## src/rtl/channel_rr_arbiter_if.sv

```systemverilog
// Blocking-channel bundle between N producers and one shared consumer.
// Producer i transfers on a posedge where in_valid[i] && !in_is_full[i]; the consumer pops on out_valid && out_is_taken.
interface channel_rr_arbiter_if #(
   parameter int N     = 4,
   parameter int WIDTH = 8,
   parameter int SRC_W = $clog2(N)
);
   logic [N*WIDTH-1:0] in_data;
   logic [N-1:0]       in_valid;
   logic [N-1:0]       in_is_full;
   logic [WIDTH-1:0]   out_data;
   logic [SRC_W-1:0]   out_source;
   logic               out_valid;
   logic               out_is_taken;

   modport master (
      output in_data, in_valid, out_is_taken,
      input  in_is_full, out_data, out_source, out_valid
   );

   modport slave (
      input  in_data, in_valid, out_is_taken,
      output in_is_full, out_data, out_source, out_valid
   );
endinterface

```

## src/rtl/channel_rr_arbiter.sv

```systemverilog
// Round-robin merge of N blocking channels into one, with a registered grant
// and a 2-entry output buffer so in_is_full depends only on flops.
module channel_rr_arbiter #(
   parameter int N     = 4,
   parameter int WIDTH = 8,
   parameter int SRC_W = $clog2(N)
) (
   input  logic                 clk,
   input  logic                 reset_n,
   input  logic                 initialize,
   channel_rr_arbiter_if.slave  ch
);
   localparam int EW = SRC_W + WIDTH;

   logic             clear;
   logic             push;
   logic             pop;
   logic [1:0]       occ_q, occ_d;
   logic             gnt_valid_q, gnt_valid_d;
   logic [SRC_W-1:0] gnt_idx_q, gnt_idx_d;
   logic [SRC_W-1:0] ptr_q, ptr_d;
   logic [EW-1:0]    e0_q, e0_d;
   logic [EW-1:0]    e1_q, e1_d;
   logic [EW-1:0]    new_e;

   assign clear = !reset_n || initialize;
   assign push  = gnt_valid_q && ch.in_valid[gnt_idx_q];
   assign pop   = (occ_q != 2'd0) && ch.out_is_taken;
   assign new_e = {gnt_idx_q, ch.in_data[int'(gnt_idx_q)*WIDTH +: WIDTH]};

   assign ch.out_valid  = (occ_q != 2'd0);
   assign ch.out_source = e0_q[EW-1 -: SRC_W];
   assign ch.out_data   = e0_q[WIDTH-1:0];

   always_comb begin
      for (int i = 0; i < N; i++) begin
         ch.in_is_full[i] = !(gnt_valid_q && (gnt_idx_q == SRC_W'(i)));
      end
   end

   always_comb begin
      occ_d = occ_q + {1'b0, push} - {1'b0, pop};
      if (push) begin
         ptr_d = (gnt_idx_q == SRC_W'(N-1)) ? '0 : gnt_idx_q + SRC_W'(1);
      end else begin
         ptr_d = ptr_q;
      end
   end

   // Circular scan from ptr_d; a requester that just transferred sits last.
   always_comb begin
      gnt_idx_d   = ptr_d;
      gnt_valid_d = 1'b0;
      for (int k = 0; k < N; k++) begin
         int j;
         j = int'(ptr_d) + k;
         if (j >= N) j = j - N;
         if (!gnt_valid_d && ch.in_valid[j]) begin
            gnt_valid_d = 1'b1;
            gnt_idx_d   = SRC_W'(j);
         end
      end
      if (occ_d > 2'd1) gnt_valid_d = 1'b0;
   end

   always_comb begin
      e0_d = e0_q;
      e1_d = e1_q;
      case ({push, pop})
         2'b10: begin
            if (occ_q == 2'd0) e0_d = new_e;
            else               e1_d = new_e;
         end
         2'b01: e0_d = e1_q;
         2'b11: begin
            if (occ_q == 2'd1) begin
               e0_d = new_e;
            end else begin
               e0_d = e1_q;
               e1_d = new_e;
            end
         end
         default: ;
      endcase
   end

   always_ff @(posedge clk) begin
      if (clear) begin
         occ_q       <= 2'd0;
         gnt_valid_q <= 1'b0;
         gnt_idx_q   <= '0;
         ptr_q       <= '0;
         e0_q        <= '0;
         e1_q        <= '0;
      end else begin
         occ_q       <= occ_d;
         gnt_valid_q <= gnt_valid_d;
         gnt_idx_q   <= gnt_idx_d;
         ptr_q       <= ptr_d;
         e0_q        <= e0_d;
         e1_q        <= e1_d;
      end
   end

   // The grant rule never lets a transfer land on a full buffer.
   always_ff @(posedge clk) begin
      if (!clear) assert (!(push && occ_q == 2'd2));
   end
endmodule

```

## src/flat_wrapper.sv

```systemverilog
// flat-port wrapper written by rule: the top's interface ports become plain ports
module channel_rr_arbiter_flat 
#(
   parameter int N     = 4,
   parameter int WIDTH = 8,
   parameter int SRC_W = $clog2(N)
)
  (clk, reset_n, initialize, ch_in_data, ch_in_valid, ch_out_is_taken, ch_in_is_full, ch_out_data, ch_out_source, ch_out_valid);
  channel_rr_arbiter_if #(.N(N), .WIDTH(WIDTH), .SRC_W(SRC_W)) ch_i ();
  input  logic clk;
  input  logic reset_n;
  input  logic initialize;
  input wire logic [$bits(ch_i.in_data)-1:0] ch_in_data;
  input wire logic [$bits(ch_i.in_valid)-1:0] ch_in_valid;
  input wire logic [$bits(ch_i.out_is_taken)-1:0] ch_out_is_taken;
  output wire logic [$bits(ch_i.in_is_full)-1:0] ch_in_is_full;
  output wire logic [$bits(ch_i.out_data)-1:0] ch_out_data;
  output wire logic [$bits(ch_i.out_source)-1:0] ch_out_source;
  output wire logic [$bits(ch_i.out_valid)-1:0] ch_out_valid;
  assign ch_i.in_data = ch_in_data;
  assign ch_i.in_valid = ch_in_valid;
  assign ch_i.out_is_taken = ch_out_is_taken;
  assign ch_in_is_full = ch_i.in_is_full;
  assign ch_out_data = ch_i.out_data;
  assign ch_out_source = ch_i.out_source;
  assign ch_out_valid = ch_i.out_valid;
  channel_rr_arbiter #(.N(N), .WIDTH(WIDTH), .SRC_W(SRC_W)) u_core (.clk(clk), .reset_n(reset_n), .initialize(initialize), .ch(ch_i));
endmodule
```

## config.mk

```make
export PLATFORM = sky130hd
export DESIGN_NAME = channel_rr_arbiter_flat
export DESIGN_NICKNAME = d
export VERILOG_FILES = /design/src/rtl/channel_rr_arbiter_if.sv /design/src/rtl/channel_rr_arbiter.sv /design/src/flat_wrapper.sv
export SDC_FILE = /design/constraint.sdc
export NUM_CORES = 1
export LEC_CHECK = 0
export ABC_AREA = 1
export ABC_CLOCK_PERIOD_IN_PS = 5350
export CORE_MARGIN = 8
export CORE_UTILIZATION = 50
export CTS_CLUSTER_DIAMETER = 200
export DETAILED_ROUTE_END_ITERATION = 8
export PLACE_DENSITY = 0.84
export RECOVER_POWER = 50
export SLEW_MARGIN = 20
export SYNTH_ARGS = -nofsm -noshare
export SYNTH_HDL_FRONTEND = slang
export SYNTH_SLANG_ARGS = --single-unit
```

## constraint.sdc

```tcl
create_clock -name clk -period 5.35 [get_ports clk]
set_clock_uncertainty 0.2 [all_clocks]
set_input_delay 1.605 -clock clk [delete_from_list [all_inputs] [get_ports clk]]
set_output_delay 1.605 -clock clk [all_outputs]
set_load 0.02 [all_outputs]
```

==> metrics.csv, run 1 <==
stage,metric,value,unit
outcome,outcome,"complete, no violations",
cts,clock slew at reported path FFs,0.09,ns
finish,filler-free cell count of the finished design,382,
die,num rows,22,
synthesis,largest area contributor in the netlist,dfxtp_1,
synthesis,Synth cell types,29,
cts,Max clock buf depth,2,
timing,fmax,0.227,GHz
finish,Final Net Count,384,
timing,Final period util,82.4,%
finish,diode count,0,
die,initial core utilization,51.5,%
cts,# hold bufs at CTS,0,
cts,clock sink count,27,
global_routing,Overflow after GRT,0,
synthesis,fraction of the yosys area taken by sequential cells,28.9,%
worst_setup_path,critical path startpoint category,input port,
worst_setup_path,Worst Path Buf+Inv,4,
power_and_ir_drop,internal power,415,uW
synthesis,commonest register cell after synthesis,dfxtp_1,
timing,"Slew Viols, Final",0,
global_routing,largest net degree at the start of global routing,24,
synthesis,Synth Area per Inst,6.61,sq um
worst_setup_path,worst reg2reg path depth,13,
worst_setup_path,CP Max Fanout,20,
run,max-cap violations,0,
power_and_ir_drop,net switching power,310,uW
route,Remaining DRCs,0,
route,Initial DRT Pass Iterations,4,
timing,post-layout min period,4.41,ns
die,die width,77.2,microns
finish,Final Util,67.5,%
synthesis,Synth Net Count,332,
timing,worst rel slew slack,49.7,%
placed_design,post-DP HPWL,3.66,mm
finish,most frequent cells in the layout,"75 x nand2_1, 44 x nor2_1, 41 x clkdlybuf4s50_1, 27 x dfxtp_1, 25 x inv_1",
cts,H-tree levels,1,
placed_design,DP Cell Count,378,
finish,P&R area growth vs syn,31.1,%
worst_setup_path,"Slowest-stage cell, CP",clkbuf_1,
power_and_ir_drop,Clk pwr share,16.7,%
die,Die H,77.2,microns
placed_design,Setup WS pre-CTS,1.23,ns
timing,Setup-failing EPs final,0,
finish,"commonest non-fill, non-tap cell in the layout",nand2_1,
route,initial DRC count,88,
power_and_ir_drop,Logic pwr share,51.6,%
power_and_ir_drop,Sw Ratio,42.8,%
placed_design,routability cong.,0.862,
power_and_ir_drop,peak supply drop,0.000171,V
cts,post-cts resize count,0,
cts,CTS tree,built,
worst_setup_path,kind of critical path,input port to flop,
die,core box area,3630,sq um
synthesis,top post-synthesis cells by area,"dfxtp_1 29%, nand2_1 14%, nor2_1 8.8%",
global_routing,total global-route track usage,16.4,%
worst_hold_path,Hold Path Stages,2,
route,vias post-DR,1934,
cts,post-CTS setup buffers,0,
worst_setup_path,Worst Path Arrival,4.37,ns
worst_setup_path,critical path depth,13,
finish,fillcell total,340,
route,Via density,5.06,
synthesis,Post-Syn Area,1870,sq um
synthesis,Gate Count Post-Synth,283,
route,final WL,4.92,mm
placed_design,PortBufs,54,
timing,RSZ-0062 raised after global routing,false,
worst_setup_path,worst-path cell chain,"dlygate4sd3_1, inv_1, nand2_1, nand3_1, nand2_1, nand2_1, inv_1, ha_1, o211ai_1, clkbuf_1, nor2_1, a21oi_1, nor2_1",
worst_setup_path,critical path required time,5.31,ns
worst_setup_path,CP most frequent cell,nand2_1,
timing,Fin. Hold Viols,0,
worst_setup_path,flop2flop setup slack,2.07,ns
power_and_ir_drop,pwr/cell area,295,nW/um^2
global_routing,first-pass GRT wire length,8.25,mm
global_routing,vias in the first global route,1831,
worst_setup_path,Crit path largest cell delay,0.60,ns
power_and_ir_drop,sequential share of power,31.7,%
synthesis,synthesized flop and latch total,27,
timing,Post-Route Setup TNS,0,ns
cts,number of CTS-inserted buffers,3,
worst_setup_path,Top delay family on crit path,buffers and inverters,
worst_setup_path,CP endpoint kind,flop,
synthesis,Synth warnings,0,
route,drt wl/cell,12.9,microns
synthesis,Async SR Flop Fraction,0,%
die,Die Area,5960,sq um
route,"antenna viol nets, final",0,
finish,ratio of cells with drive above 1 in the final layout,8.68,%
die,io pins,55,
timing,worst-margin pin slew,0.755,ns
cts,Root Driver,clkbuf_8,
synthesis,share of the synthesized area in the top cell type,28.9,%
synthesis,Post-synth EDFFs,0,
cts,Clock Latency Late Sink,0.28,ns
timing,min setup slack post-route,0.943,ns
power_and_ir_drop,Static Leak,1.09,nW
worst_hold_path,HP Class,flop to flop,
global_routing,antenna violations before repair,0,
## worst paths after layout
path                                                startpoint                     endpoint
worst max-delay path                            ch_in_valid[1]  u_core.e1_q[4]$_SDFFE_PP0P_
worst min-delay path               u_core.e1_q[9]$_SDFFE_PP0P_  u_core.e1_q[9]$_SDFFE_PP0P_
worst max register to register  u_core.gnt_idx_q[0]$_SDFF_PP0_  u_core.e1_q[4]$_SDFFE_PP0P_
worst min register to register     u_core.e1_q[9]$_SDFFE_PP0P_  u_core.e1_q[9]$_SDFFE_PP0P_
## metrics by stage
step	power [mW]	cell area [sq um]	hold WS (ns)
after floorplan	0.524	1870	0.229
final	0.725	2450	0.268
after CTS	0.744	2500	0.272
after global placement	0.619	2450	0.245
after global routing	0.780	2450	0.294
after detailed placement	0.624	2450	0.258
## area by class of cell
| cell class | count | area, sq um | share of cell area (%) |
|---|---|---|---|
| Clock buffer | 3 | 41.3 | 1.68 |
| Clock inverter | 1 | 7.51 | 0.306 |
| Inverter | 29 | 109 | 4.44 |
| Multi-Input combinational cell | 216 | 1130 | 46.0 |
| Sequential cell | 27 | 541 | 22.0 |
| Tap cell | 48 | 60.1 | 2.45 |
| Timing Repair Buffer | 58 | 567 | 23.1 |
## state kept, by name (all words and copies together) (netlist names)
name / count
u_core.gnt_idx_q: 2
u_core.gnt_valid_q: 1
u_core.occ_q: 2
u_core.e1_q: 10
u_core.ptr_q: 2
u_core.e0_q: 10
## cells by family (layout without fill, tap and decap cells)
group                      Yosys count  after routing  share of synthesized area (%)
adders and majority gates            9              9                           6.02
xor gates and xnor gates             2              2                          0.936
DFF                                 27             27                           28.9
AOI/OAI and AO/OA                   53             53                           17.3
and+or+nand+nor                    152            152                           38.1
buffers and inverters               40             91                           8.76
## power by group through the flow
stage          registers [mW]  logic [mW]  clock network, mW
6_report                0.230       0.374              0.121
5_1_grt                 0.232       0.418              0.130
4_1_cts                 0.231       0.391              0.122
3_5_place_dp            0.236       0.389                  0
3_3_place_gp            0.235       0.383                  0
2_1_floorplan           0.241       0.282                  0
## routing by layer
metal	track usage (%)	vias to the layer above	wire, microns
met4	6.60	0	106
li1	-	1016	-
met3	3.15	11	251
met1	21.7	853	2510
met5	0	-	0
met2	25.3	54	2050
## cells in the mapped netlist, types with 2 or more instances
cell type   n
nand2_1    69
nor2_1     44
dfxtp_1    27
inv_1      25
a21oi_1    19
nand2_2    13
o21ai_0    13
nand3_1    11
o22ai_1    10
ha_1        9
a32o_1      8
clkbuf_1    6
nand2_4     6
nand3_2     3
buf_2       2
clkinv_1    2
inv_2       2
nor3_1      2
xor2_1      2
## worst min-delay path, stage by stage, from the launching register on
cell and delay, ns:
dfxtp_1 0.31, inv_1 0.06, a21oi_1 0.06
Note: power is estimated with default switching activity, not from simulation.
==> run 2, diff against run 1 <==
--- a/config.mk
+++ b/config.mk
@@ -6,12 +6,12 @@
 export NUM_CORES = 1
 export LEC_CHECK = 0
 export ABC_AREA = 1
-export ABC_CLOCK_PERIOD_IN_PS = 5350
+export ABC_CLOCK_PERIOD_IN_PS = 4250
 export CORE_MARGIN = 8
-export CORE_UTILIZATION = 50
+export CORE_UTILIZATION = 47
 export CTS_CLUSTER_DIAMETER = 200
 export DETAILED_ROUTE_END_ITERATION = 8
-export PLACE_DENSITY = 0.84
+export PLACE_DENSITY = 0.8
 export RECOVER_POWER = 50
 export SLEW_MARGIN = 20
 export SYNTH_ARGS = -nofsm -noshare
==> constraint.sdc (replaced) <==
create_clock -name clk -period 4.25 [get_ports clk]
set_clock_uncertainty 0.2 [all_clocks]
set_input_delay 1.275 -clock clk [delete_from_list [all_inputs] [get_ports clk]]
set_output_delay 1.275 -clock clk [all_outputs]
set_load 0.02 [all_outputs]
==> metrics.csv, run 2 (same netlist as run 1, synthesis figures left out) <==
stage,metric,value,unit
outcome,outcome,"complete, no violations",
die,die width,79.1,microns
route,vias post-DR,1945,
finish,most frequent cells in the layout,"72 x nand2_1, 44 x nor2_1, 41 x clkdlybuf4s50_1, 27 x inv_1, 27 x dfxtp_1",
cts,post-cts resize count,0,
route,"antenna viol nets, final",0,
finish,"commonest non-fill, non-tap cell in the layout",nand2_1,
timing,Post-Route Setup TNS,0,ns
cts,Clock Latency Late Sink,0.26,ns
timing,"Slew Viols, Final",0,
timing,min setup slack post-route,0.367,ns
cts,H-tree levels,1,
finish,P&R area growth vs syn,32.4,%
finish,fillcell total,372,
route,final WL,4.82,mm
finish,Final Net Count,383,
cts,Root Driver,clkbuf_8,
cts,# hold bufs at CTS,0,
route,Via density,5.08,
route,Initial DRT Pass Iterations,4,
finish,largest registers,"u_core.e0_q x10, u_core.e1_q x10",
route,initial DRC count,147,
placed_design,PortBufs,54,
worst_setup_path,Crit path largest cell delay,0.84,ns
timing,worst rel slew slack,28.3,%
power_and_ir_drop,pwr/cell area,368,nW/um^2
worst_setup_path,CP endpoint kind,flop,
die,Die H,79.1,microns
global_routing,Overflow after GRT,0,
power_and_ir_drop,peak supply drop,0.000275,V
global_routing,vias in the first global route,1723,
timing,Final period util,91.4,%
cts,CTS tree,built,
worst_setup_path,CP Max Fanout,10,
placed_design,post-DP HPWL,3.74,mm
die,initial core utilization,47.8,%
run,max-cap violations,0,
cts,post-CTS setup buffers,0,
worst_setup_path,critical path required time,4.22,ns
finish,diode count,0,
placed_design,Setup WS pre-CTS,0.258,ns
timing,fmax,0.258,GHz
finish,ratio of cells with drive above 1 in the final layout,9.01,%
timing,post-layout min period,3.88,ns
die,num rows,23,
worst_setup_path,Worst Path Arrival,3.86,ns
route,Remaining DRCs,0,
placed_design,routability cong.,0.874,
global_routing,antenna violations before repair,0,
timing,Fin. Hold Viols,0,
die,io pins,55,
timing,Setup-failing EPs final,0,
worst_setup_path,critical path startpoint category,input port,
worst_setup_path,"Slowest-stage cell, CP",o21ai_0,
global_routing,total global-route track usage,15.2,%
global_routing,first-pass GRT wire length,7.94,mm
worst_hold_path,HP Class,flop to flop,
worst_setup_path,kind of critical path,input port to flop,
route,drt wl/cell,12.6,microns
die,Die Area,6260,sq um
timing,worst-margin pin slew,1.06,ns
worst_setup_path,worst-path cell chain,"clkdlybuf4s50_1, inv_1, nand2_1, nand3_1, nand2_1, nand2_8, ha_1, o21ai_0, o22ai_1, nor2_1, nor2_1",
finish,area of the multi-input gates,1150,sq um
power_and_ir_drop,Static Leak,1.10,nW
cts,clock sink count,27,
finish,Seq. cell area,541,sq um
timing,RSZ-0062 raised after global routing,false,
cts,Max clock buf depth,2,
cts,number of CTS-inserted buffers,3,
global_routing,largest net degree at the start of global routing,23,
cts,clock slew at reported path FFs,0.10,ns
die,core box area,3910,sq um
[run 2: cell count changes in the layout (fill, tap and decap cells not counted)]
cell / before / now
nand2_2: 10 / 11
inv_1: 25 / 27
clkbuf_1: 1 / 0
inv_2: 2 / 0
nand2_4: 4 / 5
nand2_8: 0 / 1
nand2_1: 75 / 72
[run 2: layer usage]
metal | vias up | track usage [%] | part of all wire, %
met1 | 872 | 20.9 | 48
met4 | 0 | 3.70 | 0.44
met5 | - | 0 | 0
met2 | 55 | 23.4 | 43
li1 | 1016 | - | -
met3 | 2 | 3.39 | 8.1
[run 2: metrics by stage]
stage / hold slack, ns / instances / utilization [%] / power (mW) / area, sq um
2_1_floorplan: 0.229 / 283 / - / 0.659 / 1870
3_3_place_gp: 0.249 / 379 / 62.4 / 0.778 / 2440
3_5_place_dp: 0.249 / 379 / 62.4 / 0.785 / 2440
4_1_cts: 0.261 / 383 / 63.7 / 0.928 / 2490
5_1_grt: 0.300 / 383 / 63.3 / 0.986 / 2480
6_report: 0.267 / 383 / 63.3 / 0.913 / 2480
[run 2: worst paths after layout]
path,from,end,slack [ns],depth (start not counted)
setup reg to reg,u_core.gnt_idx_q[1]$_SDFF_PP0_,u_core.e0_q[4]$_SDFFE_PP0P_,1.11,9
hold / removal,u_core.e1_q[9]$_SDFFE_PP0P_,u_core.e1_q[9]$_SDFFE_PP0P_,0.27,2
hold reg to reg,u_core.e1_q[9]$_SDFFE_PP0P_,u_core.e1_q[9]$_SDFFE_PP0P_,0.27,2
setup / recovery,ch_in_valid[1],u_core.e0_q[4]$_SDFFE_PP0P_,0.37,11
[run 2: critical path, delay by kind of cell]
family | cells | cell delay [ns]
buffers and inverters | 2 | 0.59
and+or+nand+nor | 6 | 0.75
adders and majority gates | 1 | 0.22
AOI/OAI and AO/OA | 2 | 1.04
[run 2: cell type report]
class | instances | share of cell area (%)
multi-input cells | 216 | 46.6
repair buffers | 57 | 22.7
flip-flops and latches | 27 | 21.8
inverters | 29 | 4.39
well taps | 50 | 2.52
clock buffers | 3 | 1.67
clock inverters | 1 | 0.303
[run 2: where the power goes]
| part | leakage [nW] | switching (mW) | total (mW) | internal, mW |
|---|---|---|---|---|
| clock network | 0.0217 | 0.0780 | 0.144 | 0.0664 |
| logic | 0.855 | 0.293 | 0.477 | 0.185 |
| registers | 0.219 | 0.0164 | 0.291 | 0.275 |
==> run 3, diff against run 2 <==
--- a/config.mk
+++ b/config.mk
@@ -7,7 +7,6 @@
 export LEC_CHECK = 0
 export ABC_AREA = 1
 export ABC_CLOCK_PERIOD_IN_PS = 4250
-export CORE_MARGIN = 8
 export CORE_UTILIZATION = 47
 export CTS_CLUSTER_DIAMETER = 200
 export DETAILED_ROUTE_END_ITERATION = 8
==> metrics.csv, run 3 (same netlist as run 1, synthesis figures left out) <==
stage,metric,value,unit
power_and_ir_drop,internal power,523,uW
die,num rows,22,
power_and_ir_drop,Clk pwr share,15.9,%
die,die width,65.1,microns
route,initial DRC count,103,
route,"antenna viol nets, final",0,
power_and_ir_drop,pwr/cell area,371,nW/um^2
route,final WL,4.62,mm
cts,clock sink count,27,
timing,post-layout min period,3.84,ns
finish,fillcell total,366,
timing,worst-margin pin slew,1.02,ns
placed_design,PortBufs,54,
timing,worst rel slew slack,31.2,%
power_and_ir_drop,Sw Ratio,42.9,%
die,initial core utilization,50.0,%
timing,fmax,0.260,GHz
cts,# hold bufs at CTS,0,
finish,diode count,0,
cts,clock slew at reported path FFs,0.10,ns
worst_setup_path,kind of critical path,flop to primary output,
cts,CTS tree,built,
outcome,outcome,"complete, no violations",
global_routing,antenna violations before repair,0,
cts,H-tree levels,1,
die,io pins,55,
finish,most frequent cells in the layout,"73 x nand2_1, 44 x nor2_1, 42 x clkdlybuf4s50_1, 27 x dfxtp_1, 25 x inv_1",
worst_setup_path,CP Max Fanout,13,
cts,Root Driver,clkbuf_8,
finish,largest registers,"u_core.e0_q x10, u_core.e1_q x10",
cts,Max clock buf depth,2,
worst_hold_path,Hold Path Stages,2,
route,wire length on met3,404,microns
finish,P&R area growth vs syn,31.8,%
timing,Setup-failing EPs final,0,
global_routing,vias in the first global route,1751,
placed_design,Setup WS pre-CTS,0.262,ns
global_routing,Overflow after GRT,0,
global_routing,largest net degree at the start of global routing,22,
finish,Final Net Count,383,
cts,post-CTS setup buffers,0,
power_and_ir_drop,sequential share of power,32.9,%
timing,Post-Route Setup TNS,0,ns
route,routed wl met2,2.06,mm
run,max-cap violations,0,
route,Remaining DRCs,0,
die,Die H,65.1,microns
die,core box area,3740,sq um
worst_hold_path,HP Class,flop to flop,
worst_setup_path,CP endpoint kind,primary output,
finish,ratio of cells with drive above 1 in the final layout,9.01,%
timing,Fin. Hold Viols,0,
global_routing,first-pass GRT wire length,7.51,mm
cts,number of CTS-inserted buffers,3,
placed_design,post-DP HPWL,3.44,mm
global_routing,total global-route track usage,22.5,%
die,Die Area,4240,sq um
power_and_ir_drop,Static Leak,1.10,nW
route,Initial DRT Pass Iterations,4,
timing,hold_ws,0.266,ns
worst_setup_path,critical path required time,2.77,ns
worst_setup_path,worst reg2reg path depth,12,
power_and_ir_drop,peak supply drop,0.000233,V
route,M1 WL,2.14,mm
placed_design,routability cong.,0.811,
timing,Final period util,90.4,%
route,drt wl/cell,12.1,microns
route,Via density,5.21,
cts,Clock Latency Late Sink,0.27,ns
timing,min setup slack post-route,0.410,ns
timing,"Slew Viols, Final",0,
cts,post-cts resize count,0,
timing,RSZ-0062 raised after global routing,false,
worst_setup_path,critical path startpoint category,flop,
worst_setup_path,Worst Path Arrival,2.37,ns
route,uppermost layer routed,met4,
power_and_ir_drop,net switching power,393,uW
finish,"commonest non-fill, non-tap cell in the layout",nand2_1,
route,vias post-DR,1985,
power_and_ir_drop,Logic pwr share,51.2,%
==> run 3: layout make-up <==
cell class / count / area [sq um] / share of cell area (%)
sequential: 27 / 541 / 21.9
inverter: 29 / 109 / 4.41
timing repair buffer: 57 / 559 / 22.7
multi-input combinational: 216 / 1150 / 46.7
clock inverter: 1 / 5.00 / 0.203
clock buffer: 3 / 41.3 / 1.67
tap: 48 / 60.1 / 2.43
==> run 3: stage by stage <==
| step | std cells | utilization [%] | area, sq um | total power [mW] |
|---|---|---|---|---|
| after detailed placement | 377 | 65.2 | 2440 | 0.787 |
| final | 381 | 65.9 | 2470 | 0.916 |
| after global routing | 381 | 65.9 | 2470 | 0.986 |
| after CTS | 381 | 66.4 | 2490 | 0.931 |
| after global placement | 377 | 65.2 | 2440 | 0.779 |
| after floorplan | 283 | - | 1870 | 0.659 |
==> run 3: path summary, 6_finish.rpt <==
kind	slack (ns)	to	from
worst max-delay path	0.41	ch_in_is_full[3]	u_core.gnt_idx_q[0]$_SDFF_PP0_
worst min-delay path	0.27	u_core.e1_q[8]$_SDFFE_PP0P_	u_core.e1_q[8]$_SDFFE_PP0P_
worst min register to register	0.27	u_core.e1_q[8]$_SDFFE_PP0P_	u_core.e1_q[8]$_SDFFE_PP0P_
worst max register to register	0.88	u_core.e0_q[1]$_SDFFE_PP0P_	u_core.gnt_idx_q[0]$_SDFF_PP0_
==> run 3: power groups by stage <==
stage | logic, mW | registers, mW | clock network, mW
final | 0.469 | 0.301 | 0.146
after global routing | 0.523 | 0.305 | 0.158
after CTS | 0.482 | 0.301 | 0.147
after detailed placement | 0.479 | 0.307 | 0
after global placement | 0.473 | 0.307 | 0
after floorplan | 0.356 | 0.303 | 0
==> run 3: layer usage <==
layer	global-route usage, %	vias up
met2	39.1	72
met1	28.0	887
met4	5.16	0
li1	-	1024
met3	5.38	2
met5	0	-
==> run 3: worst max-delay path, stage by stage, from the launching register on <==
cell	delay, ns
dfxtp_1	0.60
clkbuf_1	0.50
ha_1	0.27
nand2_1	0.06
dlygate4sd3_1	0.66
